File: src/rtl/keymap_pkg.sv
// Shared types and constants for the PS/2 key-mapping controller.
// Holds the prefix FSM encoding, scancode prefixes and default key codes.
package keymap_pkg;

  typedef enum logic [1:0] {IDLE, EXT, BRK, EXT_BRK} pfx_state_t;

  localparam logic [7:0] PFX_EXT = 8'hE0;
  localparam logic [7:0] PFX_BRK = 8'hF0;

  localparam logic [15:0] KC_SPACE = 16'h0029;
  localparam logic [15:0] KC_RIGHT = 16'hE074;
  localparam logic [15:0] KC_LEFT  = 16'hE06B;

  localparam int KEY_LEFT  = 0;
  localparam int KEY_RIGHT = 1;
  localparam int KEY_SPACE = 2;

  // Extended codes carry E0 in the upper byte, plain codes carry 00.
  function automatic logic [15:0] make_code(input logic ext, input logic [7:0] b);
    return {(ext ? PFX_EXT : 8'h00), b};
  endfunction

endpackage

File: src/rtl/keymap_if.sv
// Byte-event input and key-state outputs of the key-mapping controller.
// master = PS/2 receiver / consumer side, slave = the controller.
interface keymap_if #(
  parameter int NUM_KEYS = 3,
  parameter int CHARGE_W = 6
);
  logic [15:0]         keycode;
  logic                oflag;
  logic [NUM_KEYS-1:0] key_down;
  logic [NUM_KEYS-1:0] key_press;
  logic [NUM_KEYS-1:0] key_release;
  logic [CHARGE_W-1:0] charge_value;
  logic                charge_done;
  logic                charging;

  modport master (
    output keycode, oflag,
    input  key_down, key_press, key_release, charge_value, charge_done, charging
  );

  modport slave (
    input  keycode, oflag,
    output key_down, key_press, key_release, charge_value, charge_done, charging
  );
endinterface

File: src/rtl/keymap_charge_timer.sv
// Hold-duration timer: a prescaler producing ticks every TICK_DIV cycles and a
// saturating tick counter, started by a press pulse and latched by a release pulse.
module charge_timer #(
  parameter int TICK_DIV   = 100000,
  parameter int CHARGE_MAX = 63,
  parameter int CHARGE_W   = 6
) (
  input  logic                clk,
  input  logic                rst_n,
  input  logic                start,
  input  logic                stop,
  output logic                charging,
  output logic [CHARGE_W-1:0] charge_value,
  output logic                charge_done
);
  localparam int PW = (TICK_DIV > 2) ? $clog2(TICK_DIV) : 1;

  logic [PW-1:0]       presc_reg;
  logic [CHARGE_W-1:0] count_reg;
  logic [CHARGE_W-1:0] count_next;
  logic [CHARGE_W-1:0] value_reg;
  logic                charging_reg;
  logic                done_reg;
  logic                tick;

  assign tick = charging_reg && (presc_reg == PW'(TICK_DIV - 1));

  // The release may coincide with a tick, so latch the post-tick count.
  always_comb begin
    count_next = count_reg;
    if (tick && (count_reg != CHARGE_W'(CHARGE_MAX)))
      count_next = count_reg + 1'b1;
  end

  always_ff @(posedge clk or negedge rst_n) begin
    if (!rst_n) begin
      presc_reg    <= '0;
      count_reg    <= '0;
      value_reg    <= '0;
      charging_reg <= 1'b0;
      done_reg     <= 1'b0;
    end else begin
      done_reg <= stop;
      if (start) begin
        presc_reg    <= '0;
        count_reg    <= '0;
        charging_reg <= 1'b1;
      end else if (stop) begin
        value_reg    <= count_next;
        count_reg    <= count_next;
        charging_reg <= 1'b0;
      end else if (charging_reg) begin
        presc_reg <= tick ? '0 : presc_reg + 1'b1;
        count_reg <= count_next;
      end
    end
  end

  assign charging     = charging_reg;
  assign charge_value = value_reg;
  assign charge_done  = done_reg;
endmodule

File: src/rtl/keymap_ctl.sv
// PS/2 key-mapping controller: E0/F0 prefix decoding, programmable key table
// with held/press/release outputs, and a hold-duration timer on one key.
module keymap_ctl
  import keymap_pkg::*;
#(
  parameter int                     NUM_KEYS   = 3,
  parameter logic [16*NUM_KEYS-1:0] KEY_CODES  = {KC_SPACE, KC_RIGHT, KC_LEFT},
  parameter int                     CHARGE_KEY = KEY_LEFT,
  parameter int                     TICK_DIV   = 100000,
  parameter int                     CHARGE_MAX = 63,
  parameter int                     CHARGE_W   = 6
) (
  input logic     clk,
  input logic     rst_n,
  keymap_if.slave bus
);
  logic                oflag_q;
  logic                ev;
  logic [7:0]          new_byte;
  pfx_state_t          state_reg, state_next;
  logic                resolve, ext_flag, brk_flag, is_break;
  logic [15:0]         code;
  logic [NUM_KEYS-1:0] down_reg, press_reg, release_reg;
  logic [NUM_KEYS-1:0] press_next, release_next;

  // oflag may stay high for many cycles; only its rising edge is an event.
  assign ev       = bus.oflag & ~oflag_q;
  assign new_byte = bus.keycode[7:0];

  always_ff @(posedge clk or negedge rst_n) begin
    if (!rst_n) begin
      oflag_q   <= 1'b0;
      state_reg <= IDLE;
    end else begin
      oflag_q   <= bus.oflag;
      state_reg <= state_next;
    end
  end

  always_comb begin
    state_next = state_reg;
    resolve    = 1'b0;
    ext_flag   = 1'b0;
    brk_flag   = 1'b0;
    if (ev) begin
      case (state_reg)
        IDLE: begin
          if (new_byte == PFX_EXT)      state_next = EXT;
          else if (new_byte == PFX_BRK) state_next = BRK;
          else                          resolve = 1'b1;
        end
        EXT: begin
          if (new_byte == PFX_BRK)      state_next = EXT_BRK;
          else if (new_byte == PFX_EXT) state_next = EXT;
          else begin
            resolve    = 1'b1;
            ext_flag   = 1'b1;
            state_next = IDLE;
          end
        end
        BRK: begin
          if (new_byte == PFX_EXT)      state_next = EXT_BRK;
          else if (new_byte == PFX_BRK) state_next = BRK;
          else begin
            resolve    = 1'b1;
            brk_flag   = 1'b1;
            state_next = IDLE;
          end
        end
        EXT_BRK: begin
          if ((new_byte != PFX_EXT) && (new_byte != PFX_BRK)) begin
            resolve    = 1'b1;
            ext_flag   = 1'b1;
            brk_flag   = 1'b1;
            state_next = IDLE;
          end
        end
        default: state_next = IDLE;
      endcase
    end
  end

  // A receiver that already paired F0 with the key byte reports it in the upper byte.
  assign is_break = brk_flag | (bus.keycode[15:8] == PFX_BRK);
  assign code     = make_code(ext_flag, new_byte);

  genvar gi;
  generate
    for (gi = 0; gi < NUM_KEYS; gi++) begin : g_key
      logic match;
      assign match            = resolve && (code == KEY_CODES[gi*16 +: 16]);
      assign press_next[gi]   = match & ~is_break & ~down_reg[gi];
      assign release_next[gi] = match &  is_break &  down_reg[gi];
    end
  endgenerate

  always_ff @(posedge clk or negedge rst_n) begin
    if (!rst_n) begin
      down_reg    <= '0;
      press_reg   <= '0;
      release_reg <= '0;
    end else begin
      down_reg    <= (down_reg | press_next) & ~release_next;
      press_reg   <= press_next;
      release_reg <= release_next;
    end
  end

  assign bus.key_down    = down_reg;
  assign bus.key_press   = press_reg;
  assign bus.key_release = release_reg;

  charge_timer #(
    .TICK_DIV  (TICK_DIV),
    .CHARGE_MAX(CHARGE_MAX),
    .CHARGE_W  (CHARGE_W)
  ) u_charge (
    .clk         (clk),
    .rst_n       (rst_n),
    .start       (press_next[CHARGE_KEY]),
    .stop        (release_next[CHARGE_KEY]),
    .charging    (bus.charging),
    .charge_value(bus.charge_value),
    .charge_done (bus.charge_done)
  );
endmodule

File: src/flat_wrapper.sv
// flat-port wrapper written by rule: the top's interface ports become plain ports
module keymap_ctl_flat import keymap_pkg::*;
#(
  parameter int                     NUM_KEYS   = 3,
  parameter logic [16*NUM_KEYS-1:0] KEY_CODES  = {KC_SPACE, KC_RIGHT, KC_LEFT},
  parameter int                     CHARGE_KEY = KEY_LEFT,
  parameter int                     TICK_DIV   = 100000,
  parameter int                     CHARGE_MAX = 63,
  parameter int                     CHARGE_W   = 6
)
  (clk, rst_n, bus_keycode, bus_oflag, bus_key_down, bus_key_press, bus_key_release, bus_charge_value, bus_charge_done, bus_charging);
  keymap_if #(.NUM_KEYS(NUM_KEYS), .CHARGE_W(CHARGE_W)) bus_i ();
  input logic clk;
  input logic rst_n;
  input wire logic [$bits(bus_i.keycode)-1:0] bus_keycode;
  input wire logic [$bits(bus_i.oflag)-1:0] bus_oflag;
  output wire logic [$bits(bus_i.key_down)-1:0] bus_key_down;
  output wire logic [$bits(bus_i.key_press)-1:0] bus_key_press;
  output wire logic [$bits(bus_i.key_release)-1:0] bus_key_release;
  output wire logic [$bits(bus_i.charge_value)-1:0] bus_charge_value;
  output wire logic [$bits(bus_i.charge_done)-1:0] bus_charge_done;
  output wire logic [$bits(bus_i.charging)-1:0] bus_charging;
  assign bus_i.keycode = bus_keycode;
  assign bus_i.oflag = bus_oflag;
  assign bus_key_down = bus_i.key_down;
  assign bus_key_press = bus_i.key_press;
  assign bus_key_release = bus_i.key_release;
  assign bus_charge_value = bus_i.charge_value;
  assign bus_charge_done = bus_i.charge_done;
  assign bus_charging = bus_i.charging;
  keymap_ctl #(.NUM_KEYS(NUM_KEYS), .KEY_CODES(KEY_CODES), .CHARGE_KEY(CHARGE_KEY), .TICK_DIV(TICK_DIV), .CHARGE_MAX(CHARGE_MAX), .CHARGE_W(CHARGE_W)) u_core (.clk(clk), .rst_n(rst_n), .bus(bus_i));
endmodule
File: config.mk
export PLATFORM = sky130hd
export DESIGN_NAME = keymap_ctl_flat
export DESIGN_NICKNAME = d
export VERILOG_FILES = /design/src/rtl/keymap_pkg.sv /design/src/rtl/keymap_if.sv /design/src/rtl/keymap_charge_timer.sv /design/src/rtl/keymap_ctl.sv /design/src/flat_wrapper.sv
export SDC_FILE = /design/constraint.sdc
export NUM_CORES = 1
export LEC_CHECK = 0
export ABC_AREA = 1
export CORE_MARGIN = 3
export CORE_UTILIZATION = 40
export DETAILED_ROUTE_END_ITERATION = 10
export HOLD_SLACK_MARGIN = 0.05
export MAX_ROUTING_LAYER = met4
export PLACE_DENSITY = 0.62
export SLEW_MARGIN = 20
export SYNTH_ARGS = -nofsm -noshare
export SYNTH_HDL_FRONTEND = slang
export SYNTH_SLANG_ARGS = --single-unit
File: constraint.sdc
create_clock -name clk -period 2 [get_ports clk]
set_clock_uncertainty 0.2 [all_clocks]
set_input_delay 0.2 -clock clk [delete_from_list [all_inputs] [get_ports clk]]
set_output_delay 0.2 -clock clk [all_outputs]
set_load 0.01 [all_outputs]
### Word-level counts from Yosys, hierarchy flattened

Cells that the tools add are included.

| storage, ports and cells | value |
|---|---|
| register bits after elaboration | 43 |
| input bits | 19 |
| output and inout bits | 17 |
| logic and storage cells | 95 |

| cells by class | value |
|---|---|
| $add $sub $neg | 2 |
| eq/ne operators | 16 |
| multiplexer cells | 30 |
| bitwise gates (word level) | 23 |
| reduce and logical (&&, ||, !) cells | 14 |

Operator list:

| cell | number |
|---|---|
| two-way mux 17 bit | 4 |
| == test 16 bit (second input constant) | 2 |
| == test 8 bit (second input constant) | 3 |
| two-way mux 6 bit | 4 |
| adder 17 x 1 -> 17 bit (second input constant) | 1 |
| == test 17 bit (second input constant) | 1 |
| == test 16 x 6 -> 1 bit (second input constant) | 1 |
| != test 8 bit (second input constant) | 2 |
| bitwise AND 1 bit | 13 |
| two-way mux 2 bit | 6 |
| two-way mux 1 bit | 11 |
| two-way mux 8 bit | 1 |
| one-hot mux 2 bit (4 select lines) | 1 |
| adder 6 x 1 -> 6 bit (second input constant) | 1 |
| logical AND 1 bit | 6 |
| != test 6 bit (second input constant) | 1 |
| NOT 1 bit | 6 |
| == test 2 bit (second input constant) | 2 |
| one-hot mux 1 bit (2 select lines) | 2 |
| AND reduction 2 bit | 2 |
| nonzero test 2 bit | 2 |
| bitwise AND 3 bit | 1 |
| != test 3 x 1 -> 1 bit (second input constant) | 1 |
| NOT 3 bit | 1 |
| 10 further kinds | 10 |

### Logic depth before layout (Yosys ltp)

| depth | value |
|---|---|
| depth after elaboration | 12 |
| gate-level depth with buffers | 12 |

### Hierarchy

From an unflattened synthesis, not the netlist that was laid out.

| second synthesis, totals | value |
|---|---|
| cell total of the unflattened synthesis | 339 |
| area total of the unflattened synthesis | 2514.9 um^2 |

By module, submodules not included:

| module | instances | cells each | area each (um^2) |
|---|---|---|---|
| charge_timer | 1 | 246 | 1788.0 |
| keymap_ctl | 1 | 93 | 726.9 |

### Worst setup path before layout

Ideal clock, no wire load.

| timing path | value |
|---|---|
| path type | register -> register |
| start point | register u_core.u_charge.presc_reg[0] |
| end point | register u_core.u_charge.value_reg[1], in the netlist u_core.u_charge.charge_value[1] |
| library setup time | 121 ps |
| arrival | 1464 ps |
| required time | 1679 ps |
| slack | 215 ps |
| stages on the path, launching flop included | 10 |
| cells stage by stage | dfrtp_1 -> ha_1 -> nand2_1 -> inv_1 -> nand2_1 -> nor3_2 -> nand3_1 -> or2_2 -> o21ai_2 -> o21ai_1 |

| between the ends | value |
|---|---|
| cells in the longest elaborated chain, start to end | 4 |

RTL lines:

| what | line | source |
|---|---|---|
| start: declaration | keymap_charge_timer.sv:18 | `logic [PW-1:0] presc_reg;` |
| start signal: assignment | keymap_charge_timer.sv:53 | `presc_reg <= tick ? '0 : presc_reg + 1'b1;` |
| == test 17 bit | keymap_charge_timer.sv:26 | `assign tick = charging_reg && (presc_reg == PW'(TICK_DIV - 1));` |
| logical AND 1 bit | keymap_charge_timer.sv:26 |  |
| logical AND 1 bit | keymap_charge_timer.sv:31 | `if (tick && (count_reg != CHARGE_W'(CHARGE_MAX)))` |
| two-way mux 6 bit | keymap_charge_timer.sv:31 |  |
| end signal: assignment | keymap_charge_timer.sv:49 | `value_reg <= count_next;` |
| end: declaration | keymap_charge_timer.sv:21 | `logic [CHARGE_W-1:0] value_reg;` |

No other way between the ends.
A chain may end at the register's enable or synchronous reset.

### Worst setup path after layout

| timing path | value |
|---|---|
| start point | register u_core.u_charge.charging_reg, in the netlist u_core.u_charge.charging |
| end point | output bus_charging |

RTL lines:

| what | line | source |
|---|---|---|
| start: declaration | keymap_charge_timer.sv:22 | `logic charging_reg;` |
| start signal: assignment | keymap_charge_timer.sv:40 | `charging_reg <= 1'b0;` |
| start signal: assignment | keymap_charge_timer.sv:47 | `charging_reg <= 1'b1;` |
| start signal: assignment | keymap_charge_timer.sv:51 | `charging_reg <= 1'b0;` |
| end: declaration | flat_wrapper.sv:22 | `output wire logic [$bits(bus_i.charging)-1:0] bus_charging;` |

No word-level cell between the ends.

==> results.ini <==
[synth]
syn-num-nets = 356
ys_seq_area_share_pct = 41.5
syn_inst = 335
yosys.cell_types.count = 33
yosysWarnings = 0
syn_avg_cell_area_um2 = 7.55
synth_top_area_share_pct = 41.5
synthTopCellsByArea = dfrtp_1 42%, nand2_1 11%, nor2_1 7.6%
yosysTopAreaCell = dfrtp_1
ys_seq_elements = 42
synth_area_um2 = 2530

[final_layout]
largest_reg_flops = 17
fin_util_pct = 54.0
layout_common_cells = 73 x nand2_1, 51 x nor2_1, 42 x dfrtp_1, 36 x inv_1, 34 x clkdlybuf4s50_1
num_antenna_cells = 0
drive_above_1_share_pct = 14.4
final_net_count = 415
final_common_cell = nand2_1
nFillCells = 597
layout.cells.non_filler = 470
area_growth_pct = 28.7

[timing]
tightest_slew_ns = 0.656
hold_ws_ns = 0.168
report.final.setup_viol = 0
rsz0062_at_grt = false
tns_ns = 0
relSlewSlack_pct = 56.3
final.period_utilization_pct = 94.8
hold_violations = 0
finalMaxSlewViolations = 0
fin_crit_ns = 1.90
fmax_mhz = 527

[global_route]
grt_pass1_vias = 2270
grt_overflow = 0
grt_first_pass_wirelength_mm = 9.98
grt_usage_pct = 17.4
grt_start_max_net_pins = 31
antenna_found_initial = 0

[pwr]
power.total_uw = 1610
powerDensity_nw_per_um2 = 496
p_leak_uw = 0.00156
ir_drop_v = 0.000309

[critical_path]
crit_type = reg2out
worstSetupStartpoint = u_core.u_charge.charging$_DFFE_PN0P_
crit_end = bus_charging
worstSetupEndpointType = output pin
reg2reg_to = u_core.u_charge.charge_value[1]$_DFFE_PN0P_
worst_setup_path_start_kind = flip-flop
required_ns = 1.60
reg2reg_from = u_core.u_charge.presc_reg[1]$_DFFE_PN0P_
r2r_slack_ns = 0.13
cp_max_fo = 9
worstPathArrival_ns = 1.50
reg2reg_depth = 9

[floorplan]
die_h_um = 85.5
core_um2 = 6030
dieArea_um2 = 7320
ioPinCount = 36
initial_core_util_pct = 42.0
rows = 28
die_w_um = 85.5

[clock_network]
cts_buffers = 5
cts_tree = done
clk-insertion-delay-late_ns = 0.31
clk_pin_slew_worst_paths_ns = 0.10
cts.htree.levels = 2
clockRootBuffer = clkbuf_8
clock_sinks = 42
cts.path.max_buffers = 2

[route]
drc = 0
wl_per_cell_um = 12.0
dr.pass1.iters = 5
num_vias = 2313
initialDrtViolationCount = 87
routed_wl_mm = 5.63
drtAntennaViolNets = 0
avgViaCountPerCell = 4.92

[placement]
dp_cells = 461
dpl.hpwl_mm = 4.28
portBuffers = 35
gp_congestion = 1.02

[run_status]
status = finished clean

[min_path]
hold_class = in2reg

[run]
drv_cap = 0

## synth_stat cells
| master | count |
|---|---|
| dfrtp_1 | 42 |
| o21ai_4 | 1 |
| inv_1 | 38 |
| nand3_1 | 30 |
| buf_4 | 1 |
| buf_2 | 2 |
| a21oi_1 | 1 |
| nor2_2 | 1 |
| o21bai_1 | 3 |
| nor3_1 | 13 |
| nor2_1 | 51 |
| xor2_1 | 10 |
| inv_2 | 1 |
| ha_1 | 2 |
| nand2_2 | 1 |
| nand3b_1 | 2 |
| nand3_2 | 4 |
| and2_1 | 1 |
| o211ai_1 | 1 |
| nand2_1 | 74 |
| o21ai_1 | 6 |
| nor2_4 | 2 |
| xnor2_1 | 3 |
| nor3_2 | 1 |
| nand2_4 | 2 |
| or2_2 | 1 |
| buf_6 | 6 |
| o21ai_2 | 1 |
| and3_1 | 1 |
| clkbuf_1 | 2 |
| o21ai_0 | 8 |
| o21a_1 | 1 |
| nand4_1 | 22 |
## report_power, final
part           internal [uW]  switching, uW
logic                   75.1           78.7
registers                862           17.2
clock network            250            332
total                   1190            428
## stage by stage
step	cell area (um^2)	worst slack, ns
after floorplan	2530	0.215
after global placement	3120	-0.0839
after detailed placement	3120	-0.128
after CTS	3220	0.0584
after global routing	3260	0.0158
final	3260	0.103
## final cells by class
type	instances	area, um^2	area share [%]
flip-flops and latches	42	1050	32.3
multi-input cells	243	1270	39.1
repair buffers	63	596	18.3
clock buffers	5	68.8	2.11
well taps	75	93.8	2.88
clock inverters	3	23.8	0.730
inverters	39	149	4.57
## worst max-delay path, stage by stage, from the launching register on
cell and delay, ns:
dfrtp_1 0.44, buf_4 0.20, clkdlybuf4s50_1 0.55
## cell families (layout without fill, tap and decap cells)
| family | count (synthesis) | in the layout | share of synthesized area, % |
|---|---|---|---|
| simple gates | 206 | 206 | 38.1 |
| buf+inv | 50 | 110 | 9.45 |
| flops | 42 | 42 | 41.5 |
| compound gates | 22 | 22 | 5.44 |
| xor+xnor | 13 | 13 | 4.50 |
| fa+ha+maj | 2 | 2 | 0.989 |
## metal layers
| layer | wire [um] | track usage, % |
|---|---|---|
| met3 | 239 | 3.75 |
| met4 | 112 | 7.19 |
| met1 | 2560 | 21.3 |
| met5 | 0 | - |
| met2 | 2720 | 28.1 |
## repair_timing
| action | CTS | global route |
|---|---|---|
| endpoints found under the setup margin | 0 | 13 |
| hold buffers | 1 | 0 |
| gates resized for setup | 0 | 11 |
| hold endpoints to repair | 28 | 0 |
| buffers inserted | 0 | 0 |
## how the worst min path moves through the flow
stage                    from                                        to  slack (ns)  cells past startpoint
global placement        rst_n  u_core.u_charge.presc_reg[0]$_DFFE_PN0P_        0.08                      1
CTS                 bus_oflag                  u_core.oflag_q$_DFF_PN0_        0.16                      1
detailed placement      rst_n  u_core.u_charge.presc_reg[0]$_DFFE_PN0P_        0.08                      1
finish              bus_oflag                  u_core.oflag_q$_DFF_PN0_        0.17                      1
global route        bus_oflag                  u_core.oflag_q$_DFF_PN0_        0.18                      1
floorplan               rst_n                asynchronous set/reset pin       -0.30                      0
Note: power is estimated with default switching activity, not from simulation.
